## src/rtl/fifo_stream_reader_if.sv

```systemverilog
// ============================================================================
// Module      : fifo_stream_reader_if
// Description : FIFO read port plus valid/ready stream port for the reader.
// Revision    : 1.0 - initial release
// ============================================================================
`default_nettype none

interface fifo_stream_reader_if #(
    parameter int WIDTH = 16
);
    logic             fifo_rd_en;
    logic             fifo_empty;
    logic             fifo_underflow;
    logic [WIDTH-1:0] fifo_data_out;
    logic             m_valid;
    logic [WIDTH-1:0] m_data;
    logic             m_ready;

    modport master (
        output fifo_rd_en,
        input  fifo_empty,
        input  fifo_underflow,
        input  fifo_data_out,
        output m_valid,
        output m_data,
        input  m_ready
    );

    modport slave (
        input  fifo_rd_en,
        output fifo_empty,
        output fifo_underflow,
        output fifo_data_out,
        input  m_valid,
        input  m_data,
        output m_ready
    );
endinterface

`default_nettype wire

```

## src/rtl/fifo_stream_reader.sv

```systemverilog
// ============================================================================
// Module      : fifo_stream_reader
// Description : Drains a synchronous FIFO into a valid/ready stream through a
//               3-entry skid buffer; keeps delivered count and underflow flag.
// Revision    : 1.0 - initial release
// ============================================================================
`default_nettype none

module fifo_stream_reader #(
    parameter int FIFO_WIDTH = 16,
    parameter int CNT_WIDTH  = 16
) (
    input  wire logic                 clk,
    input  wire logic                 rst_n,
    input  wire logic                 en,
    fifo_stream_reader_if.master      bus,
    input  wire logic                 clr_stats,
    output logic [CNT_WIDTH-1:0]      rd_count,
    output logic                      err_underflow,
    output logic                      idle
);

    localparam logic [2:0] c_BUF_DEPTH = 3'd3;
    localparam logic [1:0] c_PTR_LAST  = 2'd2;

    logic [FIFO_WIDTH-1:0] r_entry [0:2];
    logic [1:0]            r_head;
    logic [1:0]            r_tail;
    logic [1:0]            r_buf_count;
    logic                  r_inflight;
    logic [CNT_WIDTH-1:0]  r_rd_count;
    logic                  r_err_underflow;

    logic [2:0]            w_occupancy;
    logic                  w_rd_en;
    logic                  w_valid;
    logic                  w_capture;
    logic                  w_pop;

    function automatic logic [1:0] ptr_inc(input logic [1:0] ptr);
        return (ptr == c_PTR_LAST) ? 2'd0 : ptr + 2'd1;
    endfunction

    // Credit counts the word already in flight so a read is only issued when
    // the buffer is guaranteed a free slot for it, independent of m_ready.
    assign w_occupancy = {1'b0, r_buf_count} + {2'b00, r_inflight};
    assign w_rd_en     = rst_n && en && !bus.fifo_empty && (w_occupancy < c_BUF_DEPTH);
    assign w_valid     = (r_buf_count != 2'd0);
    assign w_capture   = r_inflight;
    assign w_pop       = w_valid && bus.m_ready;

    always_ff @(posedge clk or negedge rst_n) begin
        if (!rst_n) begin
            r_inflight <= 1'b0;
        end else begin
            r_inflight <= w_rd_en;
        end
    end

    always_ff @(posedge clk or negedge rst_n) begin
        if (!rst_n) begin
            for (int i = 0; i < 3; i++) begin
                r_entry[i] <= '0;
            end
            r_tail <= 2'd0;
        end else if (w_capture) begin
            r_entry[r_tail] <= bus.fifo_data_out;
            r_tail          <= ptr_inc(r_tail);
        end
    end

    always_ff @(posedge clk or negedge rst_n) begin
        if (!rst_n) begin
            r_head <= 2'd0;
        end else if (w_pop) begin
            r_head <= ptr_inc(r_head);
        end
    end

    always_ff @(posedge clk or negedge rst_n) begin
        if (!rst_n) begin
            r_buf_count <= 2'd0;
        end else begin
            case ({w_capture, w_pop})
                2'b10:   r_buf_count <= r_buf_count + 2'd1;
                2'b01:   r_buf_count <= r_buf_count - 2'd1;
                default: r_buf_count <= r_buf_count;
            endcase
        end
    end

    // Clear takes priority over a coincident handshake or underflow.
    always_ff @(posedge clk or negedge rst_n) begin
        if (!rst_n) begin
            r_rd_count      <= '0;
            r_err_underflow <= 1'b0;
        end else if (clr_stats) begin
            r_rd_count      <= '0;
            r_err_underflow <= 1'b0;
        end else begin
            if (w_pop) begin
                r_rd_count <= r_rd_count + CNT_WIDTH'(1);
            end
            if (bus.fifo_underflow) begin
                r_err_underflow <= 1'b1;
            end
        end
    end

    always @(posedge clk) begin
        if (rst_n) begin
            assert (!(w_capture && (r_buf_count == 2'd3)));
        end
    end

    assign bus.fifo_rd_en = w_rd_en;
    assign bus.m_valid    = w_valid;
    assign bus.m_data     = r_entry[r_head];
    assign rd_count       = r_rd_count;
    assign err_underflow  = r_err_underflow;
    assign idle           = !w_valid && !r_inflight && bus.fifo_empty;

endmodule

`default_nettype wire

```

## src/flat_wrapper.sv

```systemverilog
// flat-port wrapper written by rule: the top's interface ports become plain ports
module fifo_stream_reader_flat 
#(
    parameter int FIFO_WIDTH = 16,
    parameter int CNT_WIDTH  = 16
)
  (clk, rst_n, en, clr_stats, rd_count, err_underflow, idle, bus_fifo_rd_en, bus_fifo_empty, bus_fifo_underflow, bus_fifo_data_out, bus_m_valid, bus_m_data, bus_m_ready);
  fifo_stream_reader_if #(.WIDTH((16))) bus_i ();
  input  wire logic clk;
  input  wire logic rst_n;
  input  wire logic en;
  input  wire logic clr_stats;
  output logic [CNT_WIDTH-1:0] rd_count;
  output logic err_underflow;
  output logic idle;
  output wire logic [$bits(bus_i.fifo_rd_en)-1:0] bus_fifo_rd_en;
  input wire logic [$bits(bus_i.fifo_empty)-1:0] bus_fifo_empty;
  input wire logic [$bits(bus_i.fifo_underflow)-1:0] bus_fifo_underflow;
  input wire logic [$bits(bus_i.fifo_data_out)-1:0] bus_fifo_data_out;
  output wire logic [$bits(bus_i.m_valid)-1:0] bus_m_valid;
  output wire logic [$bits(bus_i.m_data)-1:0] bus_m_data;
  input wire logic [$bits(bus_i.m_ready)-1:0] bus_m_ready;
  assign bus_fifo_rd_en = bus_i.fifo_rd_en;
  assign bus_i.fifo_empty = bus_fifo_empty;
  assign bus_i.fifo_underflow = bus_fifo_underflow;
  assign bus_i.fifo_data_out = bus_fifo_data_out;
  assign bus_m_valid = bus_i.m_valid;
  assign bus_m_data = bus_i.m_data;
  assign bus_i.m_ready = bus_m_ready;
  fifo_stream_reader #(.FIFO_WIDTH(FIFO_WIDTH), .CNT_WIDTH(CNT_WIDTH)) u_core (.clk(clk), .rst_n(rst_n), .en(en), .bus(bus_i), .clr_stats(clr_stats), .rd_count(rd_count), .err_underflow(err_underflow), .idle(idle));
endmodule
```

## config.mk

```make
export PLATFORM = sky130hd
export DESIGN_NAME = fifo_stream_reader_flat
export DESIGN_NICKNAME = d
export VERILOG_FILES = /design/src/rtl/fifo_stream_reader_if.sv /design/src/rtl/fifo_stream_reader.sv /design/src/flat_wrapper.sv
export SDC_FILE = /design/constraint.sdc
export NUM_CORES = 1
export LEC_CHECK = 0
export CAP_MARGIN = 20
export CORE_MARGIN = 8
export CORE_UTILIZATION = 40
export DETAILED_ROUTE_END_ITERATION = 6
export DONT_BUFFER_PORTS = 1
export MAX_ROUTING_LAYER = met4
export PLACE_DENSITY_LB_ADDON = 0.1
export SLEW_MARGIN = 40
export SYNTH_ARGS = -nofsm -noshare
export SYNTH_HDL_FRONTEND = slang
export SYNTH_SLANG_ARGS = --single-unit
```

## constraint.sdc

```tcl
create_clock -name clk -period 1.8 [get_ports clk]
set_input_delay 0.09 -clock clk [delete_from_list [all_inputs] [get_ports clk]]
set_output_delay 0.09 -clock clk [all_outputs]
set_load 0.01 [all_outputs]
```

==> reports/results.ini <==
[sta]
rsz0062_at_grt = true
skew_ps = 7.73
setup_violations = 0
report.final.slew_viol_count = 0
fin_hold_ws_ps = -362
fin_crit_sh_pct = 99.3
fin_crit_ps = 1790
worstMarginPinSlew_ps = 713
fin_setup_tns_ps = 0
finalHoldViolCount = 72
clock.fmax_mhz = 560
fin_ws_ps = 13.3
slew_headroom_pct = 52.3

[detailed_routing]
drt_first_pass_iters = 4
antenna_left = 0
drc = 0
wl_um = 7170
via_count = 2132
routed_via_density = 5.08
routedWlPerCell_um = 17.1
drt_iter0_drc = 56

[run_status]
violations = hold timing
status = finished with violations

[synth]
synth.distinct_cells = 33
avgSynthCellArea_um2 = 12.2
netlist_area_um2 = 3320
synth_area_leaders = dfrtp_1 (54%), mux2_2 (14%), mux2i_1 (4.8%), mux2_4 (4.5%), o21ai_0 (3.2%)
yosysMostFrequentCell = dfrtp_1
syn_nets = 298
ys.flop_type = dfrtp_1
ys_seq_area_share_pct = 54.3
yosys.area_share.simple_pct = 10.6
syn_inst = 271
synth_compound_area_share_pct = 4.64
synthAdderAreaFrac_pct = 1.51
synth_xor_area_share_pct = 3.43
synthTopCellsByCount = dfrtp_1 (72), mux2_2 (40), nand2_1 (26)
ys_ff_latch = 72
async_flop_share_pct = 100
synth_top_family_by_area = multiplexers
synth_top_cell_area_share_pct = 54.3
synthMuxAreaShare_pct = 22.9
yosys.area.top_type = dfrtp_1
ys_warn_count = 0
synth_edf_count = 0

[job]
cap_violations = 0

[setup_path]
cp_data_required_time_ps = 1710
rrSetupSlack_ps = 180
cp_max_fo = 2
r2r_cells = 5
crit_chain = ha_2, ha_4, a2111oi_4, buf_4
worstPathArrival_ps = 1700
critPathCaptureType = primary output
path_class = register to primary output
r2r-start = u_core.rd_count[0]
cp_slowest_cell = dfrtp_1
slowest_delay_ps = 390
reg2reg_to = u_core.rd_count[12]
cp-start-kind = register

[place]
place_hpwl_um = 4700
post-place-ws_ps = 48.3
port_buffers = 0
gp_congestion = 0.751
place_area_um2 = 3500
dp_cells = 380

[grt]
grt_max_degree = 74
antenna_found_initial = 0
grt_pass1_vias = 2207
grt-ovfl-total = 0
grt_pass1_wl_um = 11800
grt_usage_pct = 13.5

[power_and_ir_drop]
p_total_mw = 5.97
p_leak_nw = 1.74
power.density_nw_per_um2 = 1500
ir_drop_uv = 583

[clock_tree]
numCtsBuffers = 9
cts_hold_buf = 21
cts_buffer_depth = 2
insertion_delay_ps = 340
ctsRootBufferMaster = clkbuf_8
cts_tree = built
clkTransAtPathRegs_ps = 80
htree_levels = 3
clock-sinks = 72

[final_layout]
fin_util_pct = 49.0
stdcell_count = 420
layout.nets = 337
area_delta_synth_final_pct = 20.1
final.fill_count = 750
fin_area_um2 = 3980
layout-drive-gt1-share_pct = 30.5
antenna_cells = 0

[floorplan]
die_area_um2 = 11500
fp.coreArea_um2 = 8130
start_util_pct = 40.8
die-height_um = 107
std_cell_rows = 33
ios = 59
die_w_um = 107

[hold_path]
hp-class = primary input to async pin

[how the worst max path moves through the flow]
stage,startpoint,to,cells after the start
floorplan,u_core.r_inflight,u_core.r_inflight,3
global placement,u_core.r_inflight,bus_fifo_rd_en,4
detailed placement,u_core.r_inflight,bus_fifo_rd_en,4
CTS,u_core.r_inflight,bus_fifo_rd_en,4
global route,u_core.r_buf_count[0],bus_fifo_rd_en,4
finish,u_core.r_buf_count[0],bus_fifo_rd_en,4
[worst max-delay path: cells and delay by family, from the launching register on]
kind	cells	cell delay (ps)
AOI/OAI and AO/OA	1	370
adders and majority gates	2	420
DFF	1	390
buffers and inverters	1	190
[cell type report]
class	count	area (um^2)	share of cell area [%]
Inverter	3	12.5	0.314
Clock inverter	7	72.6	1.82
Multi-Input combinational cell	183	1460	36.7
Sequential cell	72	1800	45.3
Clock buffer	9	124	3.11
Timing Repair Buffer	41	378	9.48
Tap cell	105	131	3.30
[repair_timing]
item | CTS | global route
setup endpoints to repair | 11 | 1
gates resized for setup | 4 | 1
endpoints found under the hold margin | 138 | 72
pin swaps | 1 | 2
setup buffers | 2 | 1
[placed cells by master (no fill, tap or decap), types with 2 or more instances in the layout]
cell type,count
or3_1,4
nor2_1,15
a21oi_1,4
and3_1,4
nand4_1,6
xor2_1,5
a21o_1,2
mux2_4,10
clkinvlp_4,2
mux2i_1,16
mux2_2,40
nor3_1,3
xnor2_1,8
nand2_1,26
clkbuf_8,9
nand3_1,3
nor2b_1,3
ha_1,2
dlygate4sd3_1,20
dfrtp_1,71
buf_4,20
clkinv_4,2
inv_2,2
clkinv_2,3
o21ai_0,21
[report_power, final]
| part | switching (mW) | internal, mW |
|---|---|---|
| combinational | 1.00 | 1.05 |
| sequential | 0.410 | 2.25 |
| clock | 0.621 | 0.639 |
[routing by layer]
metal  track usage [%]  wire (um)  up-vias
li1                  -          -     1020
met1              17.2       3410     1062
met2              19.4       3270       41
met3              4.38        409        9
met4              5.43         89        0
met5                 -          0        -
[kinds of logic (layout without fill, tap and decap cells)]
group | after synthesis | count (layout)
AO/OA/AOI/OAI | 29 | 29
adder cells (fa/ha/maj) | 4 | 4
buffers and inverters | 16 | 60
flip-flops | 72 | 72
AND/OR/NAND/NOR | 71 | 71
multiplexers | 66 | 66
XOR/XNOR | 13 | 13
[registers in the layout, summed over array words and instances, names as in the netlist]
signal                count
u_core.r_entry           48
u_core.err_underflow      1
u_core.rd_count          16
u_core.r_tail             2
u_core.r_inflight         1
u_core.r_buf_count        2
u_core.r_head             2
Note: power is estimated with default switching activity, not from simulation.
